**src/rtl/pipelined_shifter_if.sv**
```systemverilog
// rtl/pipelined_shifter_if.sv - operand/result handshake bundle for pipelined_shifter
//
// Purpose: groups the operand-side and result-side valid/ready handshakes.
// Ports (signals):
//   in_valid/in_ready            operand handshake
//   in_data/in_count/in_op/in_tag operand payload
//   out_valid/out_ready          result handshake
//   out_data/out_tag/out_illegal result payload
// Modports: slave = the shifter, master = the producer/consumer around it.
interface pipelined_shifter_if #(
    parameter int WIDTH = 16,
    parameter int TAG_W = 4
);
    localparam int CW = $clog2(WIDTH);

    logic             in_valid;
    logic             in_ready;
    logic [WIDTH-1:0] in_data;
    logic [CW-1:0]    in_count;
    logic [2:0]       in_op;
    logic [TAG_W-1:0] in_tag;
    logic             out_valid;
    logic             out_ready;
    logic [WIDTH-1:0] out_data;
    logic [TAG_W-1:0] out_tag;
    logic             out_illegal;

    modport slave (
        input  in_valid, in_data, in_count, in_op, in_tag, out_ready,
        output in_ready, out_valid, out_data, out_tag, out_illegal
    );

    modport master (
        output in_valid, in_data, in_count, in_op, in_tag, out_ready,
        input  in_ready, out_valid, out_data, out_tag, out_illegal
    );
endinterface

```
**src/rtl/pipelined_shifter.sv**
```systemverilog
// rtl/pipelined_shifter.sv - fully pipelined rotate/shift unit, one stage per count bit
//
// Purpose: ROL/SLL/ROR/SRL/SRA on a WIDTH-bit operand with a pass-through tag.
// Stage k shifts by 2^k when count[k] is set; every stage is registered, so
// the result appears CW-1 edges after acceptance when the pipe keeps moving.
// Ports:
//   clk        clock, rising edge
//   rst        synchronous active-high reset
//   bus        pipelined_shifter_if.slave (operand in, result out)
//   out_carry  last bit shifted out (only with SHIFTER_CARRY_EN defined)
// Optional feature macro: SHIFTER_CARRY_EN
module pipelined_shifter #(
    parameter int WIDTH = 16,
    parameter int TAG_W = 4
) (
    input  logic clk,
    input  logic rst,
    pipelined_shifter_if.slave bus
`ifdef SHIFTER_CARRY_EN
    ,
    output logic out_carry
`endif
);
    localparam int CW = $clog2(WIDTH);

    localparam logic [2:0] OP_ROL = 3'b000;
    localparam logic [2:0] OP_SLL = 3'b001;
    localparam logic [2:0] OP_ROR = 3'b010;
    localparam logic [2:0] OP_SRL = 3'b011;
    localparam logic [2:0] OP_SRA = 3'b100;

    typedef struct packed {
        logic             valid;
        logic [WIDTH-1:0] data;
        logic [CW-1:0]    count;
        logic [2:0]       op;
        logic [TAG_W-1:0] tag;
        logic             illegal;
        logic             sign;
`ifdef SHIFTER_CARRY_EN
        logic             carry;
`endif
    } stage_t;

    logic   adv;
    stage_t in_stage;
    stage_t last;

    // A single advance enable for the whole pipe: bubbles are kept, never squeezed.
    assign adv          = ~last.valid | bus.out_ready;
    assign bus.in_ready = adv;

    always_comb begin
        in_stage         = '0;
        in_stage.valid   = bus.in_valid & adv;
        in_stage.data    = bus.in_data;
        in_stage.count   = bus.in_count;
        in_stage.op      = bus.in_op;
        in_stage.tag     = bus.in_tag;
        in_stage.illegal = (bus.in_op > OP_SRA);
        // SRA fill comes from the original operand, not from intermediate data.
        in_stage.sign    = bus.in_data[WIDTH-1];
    end

    for (genvar k = 0; k < CW; k++) begin : g_stage
        localparam int S = 1 << k;

        stage_t src;
        stage_t nxt;
        stage_t q;

        if (k == 0) begin : g_head
            assign src = in_stage;
        end else begin : g_link
            assign src = g_stage[k-1].q;
        end

        always_comb begin
            nxt = src;
            if (src.count[k] && !src.illegal) begin
                case (src.op)
                    OP_ROL:  nxt.data = (src.data << S) | (src.data >> (WIDTH - S));
                    OP_SLL:  nxt.data = src.data << S;
                    OP_ROR:  nxt.data = (src.data >> S) | (src.data << (WIDTH - S));
                    OP_SRL:  nxt.data = src.data >> S;
                    OP_SRA:  nxt.data = (src.data >> S) | ({WIDTH{src.sign}} << (WIDTH - S));
                    default: nxt.data = src.data;
                endcase
`ifdef SHIFTER_CARRY_EN
                // Left moves lose bit WIDTH-S, right moves lose bit S-1; a
                // rotate's carry is the bit that wrapped.
                nxt.carry = (src.op == OP_ROL || src.op == OP_SLL) ? src.data[WIDTH-S]
                                                                   : src.data[S-1];
`endif
            end
            // Empty slots carry zero payload so idle outputs read 0.
            if (!src.valid) begin
                nxt = '0;
            end
        end

        always_ff @(posedge clk) begin
            if (rst) begin
                q <= '0;
            end else if (adv) begin
                q <= nxt;
            end
        end
    end

    assign last            = g_stage[CW-1].q;
    assign bus.out_valid   = last.valid;
    assign bus.out_data    = last.data;
    assign bus.out_tag     = last.tag;
    assign bus.out_illegal = last.illegal;
`ifdef SHIFTER_CARRY_EN
    assign out_carry       = last.carry;
`endif

    // Control fields have no consumer after the final stage.
    logic unused_last;
    assign unused_last = &{1'b0, last.count, last.op, last.sign};
endmodule
```
**src/flat_wrapper.sv**
```systemverilog
// flat-port wrapper written by rule: the top's interface ports become plain ports
module pipelined_shifter_flat 
#(
    parameter int WIDTH = 16,
    parameter int TAG_W = 4
)
  (clk, rst, bus_in_valid, bus_in_data, bus_in_count, bus_in_op, bus_in_tag, bus_out_ready, bus_in_ready, bus_out_valid, bus_out_data, bus_out_tag, bus_out_illegal);
  pipelined_shifter_if #(.WIDTH(WIDTH), .TAG_W(TAG_W)) bus_i ();
  input  logic clk;
  input  logic rst;
  input wire logic [$bits(bus_i.in_valid)-1:0] bus_in_valid;
  input wire logic [$bits(bus_i.in_data)-1:0] bus_in_data;
  input wire logic [$bits(bus_i.in_count)-1:0] bus_in_count;
  input wire logic [$bits(bus_i.in_op)-1:0] bus_in_op;
  input wire logic [$bits(bus_i.in_tag)-1:0] bus_in_tag;
  input wire logic [$bits(bus_i.out_ready)-1:0] bus_out_ready;
  output wire logic [$bits(bus_i.in_ready)-1:0] bus_in_ready;
  output wire logic [$bits(bus_i.out_valid)-1:0] bus_out_valid;
  output wire logic [$bits(bus_i.out_data)-1:0] bus_out_data;
  output wire logic [$bits(bus_i.out_tag)-1:0] bus_out_tag;
  output wire logic [$bits(bus_i.out_illegal)-1:0] bus_out_illegal;
  assign bus_i.in_valid = bus_in_valid;
  assign bus_i.in_data = bus_in_data;
  assign bus_i.in_count = bus_in_count;
  assign bus_i.in_op = bus_in_op;
  assign bus_i.in_tag = bus_in_tag;
  assign bus_i.out_ready = bus_out_ready;
  assign bus_in_ready = bus_i.in_ready;
  assign bus_out_valid = bus_i.out_valid;
  assign bus_out_data = bus_i.out_data;
  assign bus_out_tag = bus_i.out_tag;
  assign bus_out_illegal = bus_i.out_illegal;
  pipelined_shifter #(.WIDTH(WIDTH), .TAG_W(TAG_W)) u_core (.clk(clk), .rst(rst), .bus(bus_i));
endmodule
```
**config.mk**
```make
export PLATFORM = sky130hd
export DESIGN_NAME = pipelined_shifter_flat
export DESIGN_NICKNAME = d
export VERILOG_FILES = /design/src/rtl/pipelined_shifter_if.sv /design/src/rtl/pipelined_shifter.sv /design/src/flat_wrapper.sv
export SDC_FILE = /design/constraint.sdc
export NUM_CORES = 1
export LEC_CHECK = 0
export ABC_CLOCK_PERIOD_IN_PS = 3910
export BUFFER_PORTS_ARGS = -buffer_cell sky130_fd_sc_hd__buf_2
export CAP_MARGIN = 40
export CELL_PAD_IN_SITES_DETAIL_PLACEMENT = 0
export CELL_PAD_IN_SITES_GLOBAL_PLACEMENT = 1
export CORE_ASPECT_RATIO = 0.8
export CORE_MARGIN = 10
export CORE_UTILIZATION = 31
export DETAILED_ROUTE_END_ITERATION = 12
export GPL_TIMING_DRIVEN = 1
export PLACE_DENSITY_LB_ADDON = 0.1
export SLEW_MARGIN = 20
export SYNTH_ARGS = -nofsm -noshare
export SYNTH_HDL_FRONTEND = slang
export SYNTH_SLANG_ARGS = --single-unit
```
**constraint.sdc**
```tcl
create_clock -name clk -period 3.91 [get_ports clk]
set_input_delay 0 -clock clk [delete_from_list [all_inputs] [get_ports clk]]
set_output_delay 0 -clock clk [all_outputs]
set_load 0.02 [all_outputs]
```
# == After elaboration in Yosys (flattened, before gate mapping) ==
# Index checks and enable logic that the tools add are counted.
# W data, S select, Z words.
# totals
ramBits,0
n_memories,0
latchBits,0
ff_bits,112
romBits,0
output_inout_bits,23
# op_classes
div_mod_pow,0
add_sub_neg,0
n_reduce_logical,13
bitwise,14
n_lt_le_gt_ge,1
shifts,0
multipliers,0
muxes,12
n_eq_ne,16
# ops
operator,n
$pmux W16 S5,3
$mux W30,4
$mux W16,4
$pmux W16 S4,1
$or A12 B16 Y16,2
$or A14 B16 Y16,2
$or A15 B16 Y16,2
$eq A3 B2 Y1 const B,8
$or A16 B1 Y16,1
$or A16 B2 Y16,1
$or A16 B4 Y16,1
$or A16 B8 Y16,1
$or A8 B16 Y16,1
$eq A3 B1 Y1 const B,4
$eq A3 B3 Y1 const B,4
$logic_not A3 Y1,4
$logic_and A1 B1 Y1,4
$logic_not A1 Y1,4
$gt A3 B3 Y1 const B,1
$reduce_or A2 Y1,1
$and A1 B1 Y1,1
$not A1 Y1,1
$or A1 B1 Y1,1

# == Longest topological paths before layout ==
# Gate-level depths: netlist (run 1).
# logic_depth
depth_word,5
depth_mapped,8
mapped_depth_nobuf,5

# == Least setup slack after synthesis (run 1) ==
# No wires, ideal clock.
# synth_path
kind,register to register
from,reg u_core.g_stage[3].q (netlist bit u_core.bus.out_valid)
to,reg u_core.g_stage[3].q (netlist bit u_core.bus.out_data[12])
period_less_slack_ns,1.483
required_time_ns,3.823
path_stages_with_launch,9
setup_time_ns,0.087
setup_slack_ns,2.427
arrival_ns,1.396
path_cell_list,dfxtp_1 > nor2b_4 > buf_6 > inv_2 > nor2_1 > buf_2 > buf_2 > nand2_1 > o31ai_1
# synth_between
elab_chain_len,2
# synth_rtl
item,line_no,text
"start, declared",pipelined_shifter.sv:70,stage_t q;
"start signal, assigned",pipelined_shifter.sv:106,q <= nxt;
$not A1 Y1,pipelined_shifter.sv:50,assign adv = ~last.valid | bus.out_ready;
$or A1 B1 Y1,pipelined_shifter.sv:50,
# Every way passes these cells.
# A chain may end at the register's enable or synchronous reset.

# == Worst setup path in the final report (run 1) ==
# layout_path
from,reg u_core.g_stage[3].q (netlist bit u_core.bus.out_valid)
to,reg u_core.g_stage[1].q[18] (netlist name)
# layout_between
elab_chain_len,2
# layout_rtl
item,line_no
$not A1 Y1,pipelined_shifter.sv:50
$or A1 B1 Y1,pipelined_shifter.sv:50
"end signal, assigned",pipelined_shifter.sv:106
"end, declared",pipelined_shifter.sv:70
# Every way passes these cells.

==> run summary, run 1 <==
=======================================================================================
Final Cell Area ..........................................................    6110 um^2
Via-to-Cell Ratio ........................................................         5.40
CP startpoint ............................................................ u_core.bus.out_valid
Period minus WS final ....................................................      1960 ps
Clock latency reported for the late side of the worst-skew pair ..........       360 ps
Primary FF master, synth ................................................. sky130_fd_sc_hd__dfxtp_1
Endpoints failing setup ..................................................            0
Via count of the first global-routing pass ...............................         4770
Path class of the lowest-slack min-delay path ............................    in -> reg
Post-Syn Area ............................................................    5270 um^2
Post-CTS setup-driven buffer insertion count .............................            0
Transition at the pin with the smallest max-transition slack .............       804 ps
Path type of the worst setup path ........................................   reg -> reg
Share of synthesized area occupied by flip-flops and latches .............        0.403
Area enclosed by the die boundary ........................................   22600 um^2
Critical Path AT .........................................................      2240 ps
Maximum resistive drop on vdd ............................................     0.182 mV
Max_cap viols ............................................................            0
Worst-path maximum fanout ................................................           54
Post-detail-place hpwl ...................................................     11100 um
Max-slew headroom ........................................................        0.462
Capturing point of the worst reg2reg path ................................ u_core.g_stage[1].q[18]
Cell Rows ................................................................           42
Register-to-register setup slack .........................................      1950 ps
Wirelength per Cell ......................................................      17.0 um
Filler Cells Inserted ....................................................         1799
Total detailed-routing wirelength ........................................     16000 um
Count of cells along the worst hold path .................................            4
Number of buffers created by CTS .........................................            9
IO buf count .............................................................           53
Areal power density over the cells .......................................  358 nW/um^2
Post-route antenna net violation count ...................................            0
GRT Total Usage ..........................................................        0.139
Required time at the endpoint of the critical path .......................      4190 ps
Post-synth EDFFs .........................................................            0
Post-synthesis register bit count ........................................          106
Type of origin of the critical path ......................................    flip-flop
Count of warnings emitted by yosys .......................................            0
Fmax .....................................................................      511 MHz
CP max-delay cell ........................................................ sky130_fd_sc_hd__nor3b_2
Drt pass-1 iters .........................................................            4
Total clock sinks ........................................................          106
DRC Markers ..............................................................            0
Register area ............................................................    2120 um^2
Effective utilization at floorplan .......................................        0.317
Worst Setup End Kind .....................................................    flip-flop
Number of diodes .........................................................            0
Maximum count of clock buffers along a single path .......................            2
Number of antenna violations at the first check in global routing ........            0
CTS HTree Levels .........................................................            3
Utilization after layout .................................................        0.368
Wire length of the first global-routing pass .............................     26200 um
Unrepaired setup endpoints after global routing ..........................        false
Capturing element of the worst setup path ................................ u_core.g_stage[1].q[18]
Period utilization .......................................................        0.501
Total global routing overflow ............................................            0
Die height ...............................................................       137 um
Nets in the synthesized netlist ..........................................          713
Worst Reg-to-Reg Cells ...................................................            5
Placed Instance Area .....................................................    5600 um^2
TritonCTS clock tree .....................................................        built
CP peak stage delay ......................................................       720 ps
Routed vias ..............................................................         5073
Max Transition Viols Final ...............................................            0
Run status ............................................................... finished clean
Core region area .........................................................   16600 um^2
Post-Synthesis Mean Instance Area ........................................    7.73 um^2
Clk pin slew, worst setup/hold paths .....................................        70 ps
Layout-stage area growth over the synthesis result .......................        16.1%
Die Wd ...................................................................       166 um
Launch instance of the worst register-to-register path ................... u_core.bus.out_valid
Share of final-layout standard cells stronger than drive strength 1 ......        0.132
Async set or reset register ratio after synthesis ........................            0
Total power consumption of the routed design .............................      2.19 mW
Root buffer cell ......................................................... sky130_fd_sc_hd__clkbuf_16
Number of instances in the synthesized netlist ...........................          682
Net count reported at finish .............................................          746
Number of violations reported at the end of detailed-routing iteration 0 .          300
Area of the multi-input gates ............................................    2850 um^2
TNS Setup ................................................................         0 ps
Count of different cell masters after synthesis ..........................           51
IO Count .................................................................           54
Critical Path, Cell by Cell .............................................. nor2b_4 -> buf_4 -> nor3b_2 -> o21ai_0 -> o21ai_1
Number of hold violations in the final report ............................            0
Static leakage power .....................................................      2.35 nW
GP Congestion ............................................................        0.780
Setup Skew ...............................................................      8.41 ps
Maximum number of pins on one net before global-route repair .............           55
=======================================================================================
==> sequential cells by signal (all words and copies together) (netlist names) <==
register	count
u_core.bus.out_data	16
u_core.bus.out_valid	1
u_core.bus.out_tag	4
u_core.bus.out_illegal	1
u_core.g_stage.q	84
==> power by group <==
part	switching [mW]	internal [mW]	total, mW
clock network	0.434	0.437	0.871
logic	0.104	0.0795	0.184
registers	0.0346	1.10	1.13
total	0.573	1.62	2.19
==> kinds of logic (layout without fill, tap and decap cells) <==
kind of cell           Yosys count  in the layout  share of synthesized area
buffers and inverters           65            103                     0.0570
AOI/OAI and AO/OA              283            283                      0.340
muxes                            1              1                    0.00214
and+or+nand+nor                227            227                      0.198
DFF                            106            106                      0.403
==> through the flow <==
stage	cells	hold WS, ps	worst slack, ps
5_1_grt	940	38.2	1720
3_5_place_dp	902	261	1850
2_1_floorplan	682	152	2430
3_3_place_gp	899	259	1910
4_1_cts	938	7.50	1830
6_report	940	8.89	1950
==> what timing repair did <==
action | CTS | global route
endpoints found under the hold margin | 21 | 0
hold buffers | 20 | 0
resized for setup | 0 | 0
==> layout make-up <==
cell class | count | area share
Clock buffer | 9 | 0.0368
Inverter | 5 | 0.00307
Clock inverter | 7 | 0.00839
Timing Repair Buffer | 82 | 0.0929
Multi-Input combinational cell | 511 | 0.467
Tap cell | 220 | 0.0450
Sequential cell | 106 | 0.347
==> cell usage in the layout, fill, tap and decap left out, drive strengths merged, types with 4 or more instances in the layout <==
cell,count
nand2b,7
nor2,37
a31o,4
a21oi,62
nor3b,7
clkbuf,9
o31ai,9
o311a,8
o22ai,24
dlygate4sd3,20
nand3,38
inv,8
dfxtp,106
o21a,10
o211a,16
o21bai,8
nand2,121
nor2b,6
a221oi,5
a22oi,13
o221ai,9
o21ai,101
buf,62
==> critical path: cells and delay by family, from the launching register on <==
family	cells	cell delay (ps)
buffers and inverters	1	300
AO/OA/AOI/OAI	2	400
AND/OR/NAND/NOR	2	850
flip-flops	1	320
==> synth_stat cells (3+ instances only) <==
cell type | n | area [um^2]
sky130_fd_sc_hd__a211oi_1 | 3 | 22.5
sky130_fd_sc_hd__a21oi_1 | 62 | 310
sky130_fd_sc_hd__a221oi_1 | 5 | 43.8
sky130_fd_sc_hd__a22oi_1 | 13 | 97.6
sky130_fd_sc_hd__a31o_2 | 4 | 35.0
sky130_fd_sc_hd__buf_2 | 28 | 140
sky130_fd_sc_hd__clkbuf_1 | 26 | 97.6
sky130_fd_sc_hd__dfxtp_1 | 106 | 2120
sky130_fd_sc_hd__inv_1 | 4 | 15.0
sky130_fd_sc_hd__nand2_1 | 121 | 454
sky130_fd_sc_hd__nand2b_1 | 7 | 43.8
sky130_fd_sc_hd__nand3_1 | 38 | 190
sky130_fd_sc_hd__nor2_1 | 36 | 135
sky130_fd_sc_hd__nor2b_1 | 5 | 31.3
sky130_fd_sc_hd__nor3b_2 | 4 | 50.1
sky130_fd_sc_hd__o211a_1 | 16 | 160
sky130_fd_sc_hd__o21a_1 | 10 | 75.1
sky130_fd_sc_hd__o21ai_0 | 78 | 390
sky130_fd_sc_hd__o21ai_1 | 22 | 110
sky130_fd_sc_hd__o21bai_1 | 8 | 60.1
sky130_fd_sc_hd__o221ai_1 | 9 | 78.8
sky130_fd_sc_hd__o22ai_1 | 24 | 150
sky130_fd_sc_hd__o311a_1 | 8 | 80.1
sky130_fd_sc_hd__o31ai_1 | 9 | 67.6
==> worst min-delay path by stage <==
stage	startpoint	end	slack [ps]
floorplan	bus_in_data[15]	u_core.g_stage[0].q[0]	150
global placement	bus_in_tag[0]	u_core.g_stage[0].q[2]	260
detailed placement	bus_in_tag[0]	u_core.g_stage[0].q[2]	260
CTS	bus_in_data[14]	u_core.g_stage[0].q[26]	7
global route	rst	u_core.bus.out_data[0]	40
finish	rst	u_core.bus.out_data[3]	9
==> per-layer routing <==
metal | up-vias | global-route usage | part of all wire
met1 | 2452 | 0.197 | 0.53
met3 | 2 | 0.0390 | 0.041
met2 | 77 | 0.204 | 0.43
met5 | - | 0 | 0
met4 | 0 | 0.0270 | 0.0029
li1 | 2542 | - | -
(Power assumes the default switching activity.)
==> run 2, diff against run 1 <==
--- a/config.mk
+++ b/config.mk
@@ -5,7 +5,7 @@
 export SDC_FILE = /design/constraint.sdc
 export NUM_CORES = 1
 export LEC_CHECK = 0
-export ABC_CLOCK_PERIOD_IN_PS = 3910
+export ABC_CLOCK_PERIOD_IN_PS = 1700
 export BUFFER_PORTS_ARGS = -buffer_cell sky130_fd_sc_hd__buf_2
 export CAP_MARGIN = 40
 export CELL_PAD_IN_SITES_DETAIL_PLACEMENT = 0
==> constraint.sdc (replaced) <==
create_clock -name clk -period 1.7 [get_ports clk]
set_input_delay 0 -clock clk [delete_from_list [all_inputs] [get_ports clk]]
set_output_delay 0 -clock clk [all_outputs]
set_load 0.02 [all_outputs]
==> run summary, run 2 (synthesis gave the netlist of run 1 again) <==
=======================================================================================
Leading cell types in the layout, fill and taps excluded ................. sky130_fd_sc_hd__nand2_1 (121), sky130_fd_sc_hd__dfxtp_1 (106), sky130_fd_sc_hd__o21ai_0 (78)
Wire length of the first global-routing pass .............................     26500 um
Worst Setup End Kind .....................................................    flip-flop
Max_cap viols ............................................................            0
Number of violations reported at the end of detailed-routing iteration 0 .          257
Leading cell type in the layout, fill and taps excluded .................. sky130_fd_sc_hd__nand2_1
IO Count .................................................................           54
Total global routing overflow ............................................            0
Number of buffers created by CTS .........................................            9
Type of origin of the critical path ......................................    flip-flop
Maximum resistive drop on vdd ............................................     0.489 mV
DRC Markers ..............................................................            0
GRT Total Usage ..........................................................        0.141
Period minus WS final ....................................................      1510 ps
Core region area .........................................................   16600 um^2
Area enclosed by the die boundary ........................................   22600 um^2
Period utilization .......................................................        0.889
Root buffer cell ......................................................... sky130_fd_sc_hd__clkbuf_16
Net count reported at finish .............................................          765
Post-detail-place hpwl ...................................................     11400 um
Path class of the lowest-slack min-delay path ............................    in -> reg
Utilization after layout .................................................        0.376
Register area ............................................................    2120 um^2
TritonCTS clock tree .....................................................        built
Total detailed-routing wirelength ........................................     16200 um
TNS Setup ................................................................         0 ps
Maximum number of pins on one net before global-route repair .............           67
Unrepaired setup endpoints after global routing ..........................        false
Share of final-layout standard cells stronger than drive strength 1 ......        0.158
Max Transition Viols Final ...............................................            0
Endpoints failing setup ..................................................            0
Filler Cells Inserted ....................................................         1791
Effective utilization at floorplan .......................................        0.317
Required time at the endpoint of the critical path .......................      1970 ps
Clk pin slew, worst setup/hold paths .....................................        80 ps
Fmax .....................................................................      662 MHz
Drt pass-1 iters .........................................................            5
Area of the multi-input gates ............................................    2860 um^2
Setup Skew ...............................................................      10.7 ps
Flip-flop count of the largest register after layout .....................           84
Die height ...............................................................       137 um
CTS HTree Levels .........................................................            3
Maximum count of clock buffers along a single path .......................            2
Path type of the worst setup path ........................................   reg -> reg
Static leakage power .....................................................      2.44 nW
Via-to-Cell Ratio ........................................................         5.35
Areal power density over the cells .......................................  818 nW/um^2
Transition at the pin with the smallest max-transition slack .............       542 ps
Max-slew headroom ........................................................        0.639
Layout-stage area growth over the synthesis result .......................        18.5%
Die Wd ...................................................................       166 um
Worst-path maximum fanout ................................................           66
IO buf count .............................................................           53
Routed vias ..............................................................         5129
Critical Path AT .........................................................      1790 ps
Run status ............................................................... finished clean
Number of hold violations in the final report ............................            0
Top register by number of flip-flops ..................................... u_core.g_stage.q
Via count of the first global-routing pass ...............................         4903
Number of antenna violations at the first check in global routing ........            0
Post-route antenna net violation count ...................................            0
GP Congestion ............................................................        0.783
Number of diodes .........................................................            0
Clock latency reported for the late side of the worst-skew pair ..........       360 ps
Wirelength per Cell ......................................................      16.8 um
Cell Rows ................................................................           42
Total clock sinks ........................................................          106
=======================================================================================
## run 2: timing repair
| action | in CTS | in global routing |
|---|---|---|
| hold buffers | 18 | 0 |
| endpoints found under the hold margin | 19 | 0 |
| resized for setup | 0 | 1 |
| endpoints found under the setup margin | 0 | 6 |
| setup buffers | 0 | 0 |
## run 2: routing by layer
metal  track usage  part of all wire  routed length [um]  vias to the layer above
met2         0.212              0.43                6970                      124
met5             0                 0                   0                        -
met3        0.0287             0.041                 660                       15
li1              -                 -                   -                     2581
met4        0.0393             0.012                 199                        0
met1         0.198              0.52                8330                     2409
## run 2: worst max-delay path, stage by stage (launching register included)
cell	delay [ps]
sky130_fd_sc_hd__dfxtp_1	330
sky130_fd_sc_hd__nor2b_4	230
sky130_fd_sc_hd__inv_2	140
sky130_fd_sc_hd__nor2_4	120
sky130_fd_sc_hd__buf_12	280
sky130_fd_sc_hd__a21oi_1	120
sky130_fd_sc_hd__a22oi_1	160
## run 2: through the flow
stage / hold slack (ps) / worst slack [ps] / instances / area (um^2) / total power, mW
final: 3.96 / 189 / 959 / 6240 / 5.10
after floorplan: 152 / 217 / 682 / 5270 / 2.90
after global placement: 259 / 188 / 925 / 5770 / 3.07
after global routing: 33.2 / 53.2 / 959 / 6240 / 5.33
after CTS: 1.48 / 144 / 959 / 6240 / 5.17
after detailed placement: 262 / 159 / 925 / 5770 / 3.07
## run 2: layout make-up
cell class                      instances  area share
Multi-Input combinational cell        511       0.457
Timing Repair Buffer                  101       0.109
Inverter                                5     0.00301
Sequential cell                       106       0.340
Clock inverter                          6     0.00762
Tap cell                              220      0.0441
Clock buffer                           10      0.0383
## run 2: final timing paths
| path | start | end | slack [ps] | cells after the start |
|---|---|---|---|---|
| worst max register to register | u_core.bus.out_valid | u_core.g_stage[2].q[18] | 190 | 6 |
| worst min register to register | u_core.bus.out_data[4] | u_core.bus.out_data[4] | 430 | 2 |
| worst max-delay path | u_core.bus.out_valid | u_core.g_stage[2].q[18] | 190 | 6 |
| worst min-delay path | bus_in_data[2] | u_core.g_stage[0].q[15] | 4 | 3 |
## run 2: power by group
group / switching (mW) / internal (mW)
Combinational: 0.256 / 0.198
Sequential: 0.0677 / 2.53
Clock: 1.00 / 1.05
==> run 3, diff against run 2 <==
--- a/config.mk
+++ b/config.mk
@@ -8,14 +8,11 @@
 export ABC_CLOCK_PERIOD_IN_PS = 1700
 export BUFFER_PORTS_ARGS = -buffer_cell sky130_fd_sc_hd__buf_2
 export CAP_MARGIN = 40
-export CELL_PAD_IN_SITES_DETAIL_PLACEMENT = 0
-export CELL_PAD_IN_SITES_GLOBAL_PLACEMENT = 1
 export CORE_ASPECT_RATIO = 0.8
 export CORE_MARGIN = 10
 export CORE_UTILIZATION = 31
 export DETAILED_ROUTE_END_ITERATION = 12
 export GPL_TIMING_DRIVEN = 1
-export PLACE_DENSITY_LB_ADDON = 0.1
 export SLEW_MARGIN = 20
 export SYNTH_ARGS = -nofsm -noshare
 export SYNTH_HDL_FRONTEND = slang
==> run summary, run 3 (synthesis gave the netlist of run 1 again) <==
=======================================================================================
Total detailed-routing wirelength ........................................     14900 um
Max_cap viols ............................................................            0
Period minus WS final ....................................................      1560 ps
Clk pin slew, worst setup/hold paths .....................................        80 ps
Total clock sinks ........................................................          106
Die Wd ...................................................................       166 um
Layout-stage area growth over the synthesis result .......................        19.2%
Type of origin of the critical path ......................................    flip-flop
CTS HTree Levels .........................................................            3
Number of buffers created by CTS .........................................            9
Period utilization .......................................................        0.918
Proportion of power drawn by the clock network ...........................        0.423
Flip-flop count of the largest register after layout .....................           84
Core region area .........................................................   16600 um^2
Unrepaired setup endpoints after global routing ..........................        false
Setup Skew ...............................................................      7.48 ps
Die height ...............................................................       137 um
Cell Rows ................................................................           42
Total global routing overflow ............................................            0
Wirelength per Cell ......................................................      15.6 um
Root buffer cell ......................................................... sky130_fd_sc_hd__clkbuf_16
Switching power share of the total .......................................        0.257
DRC Markers ..............................................................            0
Post-detail-place hpwl ...................................................     10400 um
Worst-path maximum fanout ................................................           20
Endpoints failing setup ..................................................            0
Max Transition Viols Final ...............................................            0
GP Congestion ............................................................        0.836
IO Count .................................................................           54
Cell-internal power ......................................................      3.91 mW
Areal power density over the cells .......................................  839 nW/um^2
Number of diodes .........................................................            0
Number of violations reported at the end of detailed-routing iteration 0 .          518
Utilization after layout .................................................        0.378
Leading cell type in the layout, fill and taps excluded .................. sky130_fd_sc_hd__nand2_1
Max-slew headroom ........................................................        0.691
Transition at the pin with the smallest max-transition slack .............       463 ps
Clock latency reported for the late side of the worst-skew pair ..........       350 ps
Path type of the worst setup path ........................................   reg -> out
Path class of the lowest-slack min-delay path ............................    in -> reg
Area enclosed by the die boundary ........................................   22600 um^2
Number of antenna violations at the first check in global routing ........            0
Via count of the first global-routing pass ...............................         4759
Wire length of the first global-routing pass .............................     24900 um
IO buf count .............................................................           53
Post-CTS setup-driven buffer insertion count .............................            0
Worst Setup End Kind ..................................................... primary output
Maximum resistive drop on vdd ............................................     0.519 mV
Drt pass-1 iters .........................................................            4
Fmax .....................................................................      641 MHz
Run status ............................................................... finished clean
Switching power summed over all nets .....................................      1.35 mW
Static leakage power .....................................................      2.46 nW
Number of hold violations in the final report ............................            0
Maximum count of clock buffers along a single path .......................            2
Post-route antenna net violation count ...................................            0
Relative contribution of combinational cells to total power ..............        0.085
Leading cell types in the layout, fill and taps excluded ................. sky130_fd_sc_hd__nand2_1 (121), sky130_fd_sc_hd__dfxtp_1 (106), sky130_fd_sc_hd__o21ai_0 (78)
Share of final-layout standard cells stronger than drive strength 1 ......        0.159
Top register by number of flip-flops ..................................... u_core.g_stage.q
Net count reported at finish .............................................          764
Sequential cell fraction of total power ..................................        0.492
Required time at the endpoint of the critical path .......................      1700 ps
TritonCTS clock tree .....................................................        built
Via-to-Cell Ratio ........................................................         5.34
Critical Path AT .........................................................      1560 ps
Routed vias ..............................................................         5112
TNS Setup ................................................................         0 ps
Effective utilization at floorplan .......................................        0.317
Maximum number of pins on one net before global-route repair .............           55
Filler Cells Inserted ....................................................         1776
GRT Total Usage ..........................................................        0.128
=======================================================================================
-- run 3: layout make-up --
class | instances | area, um^2 | area share
clock buffers | 9 | 225 | 0.0358
flip-flops and latches | 106 | 2120 | 0.338
clock inverters | 7 | 96.3 | 0.0153
well taps | 220 | 275 | 0.0438
inverters | 5 | 18.8 | 0.00299
multi-input cells | 511 | 2860 | 0.454
repair buffers | 100 | 689 | 0.110
-- run 3: per-stage QoR --
stage / hold slack (ps) / instances / instance area (um^2) / setup WS, ps / power (mW)
after global placement: 267 / 925 / 5790 / 235 / 3.06
after global routing: 41.3 / 958 / 6280 / 50.2 / 5.46
after floorplan: 152 / 682 / 5270 / 217 / 2.90
after detailed placement: 265 / 925 / 5790 / 193 / 3.06
after CTS: 2.51 / 958 / 6280 / 63.6 / 5.31
final: 10.7 / 958 / 6280 / 140 / 5.27
-- run 3: power by group through the flow --
stage	Clock, mW	Combinational (mW)	Sequential [mW]
6_report	2.23	0.447	2.59
5_1_grt	2.37	0.500	2.60
4_1_cts	2.28	0.444	2.59
3_5_place_dp	0	0.411	2.65
3_3_place_gp	0	0.409	2.65
2_1_floorplan	0	0.281	2.62
-- run 3: what timing repair did --
item                                   CTS  global route
resized for setup                        0             2
setup endpoints to repair                0             3
endpoints found under the hold margin   18             0
hold buffers                            17             0
-- run 3: routing by layer --
metal	track usage	up-vias	part of all wire
met5	0	-	0
li1	-	2583	-
met2	0.192	105	0.43
met4	0.0378	0	0.014
met1	0.182	2408	0.52
met3	0.0241	16	0.038
-- run 3: worst paths after layout --
check / endpoint / slack, ps / startpoint / cells after the start
hold reg to reg: u_core.bus.out_data[0] / 430 / u_core.bus.out_data[0] / 2
hold / removal: u_core.g_stage[0].q[23] / 10 / bus_in_data[10] / 3
setup reg to reg: u_core.g_stage[2].q[21] / 170 / u_core.bus.out_valid / 7
setup / recovery: bus_in_ready / 140 / u_core.bus.out_valid / 5
-- run 3: worst max-delay path, cell delays in order, from the launching register on --
cell	delay (ps)
sky130_fd_sc_hd__dfxtp_1	310
sky130_fd_sc_hd__nor2b_4	130
sky130_fd_sc_hd__buf_4	160
sky130_fd_sc_hd__inv_2	190
sky130_fd_sc_hd__buf_6	230
sky130_fd_sc_hd__buf_2	190
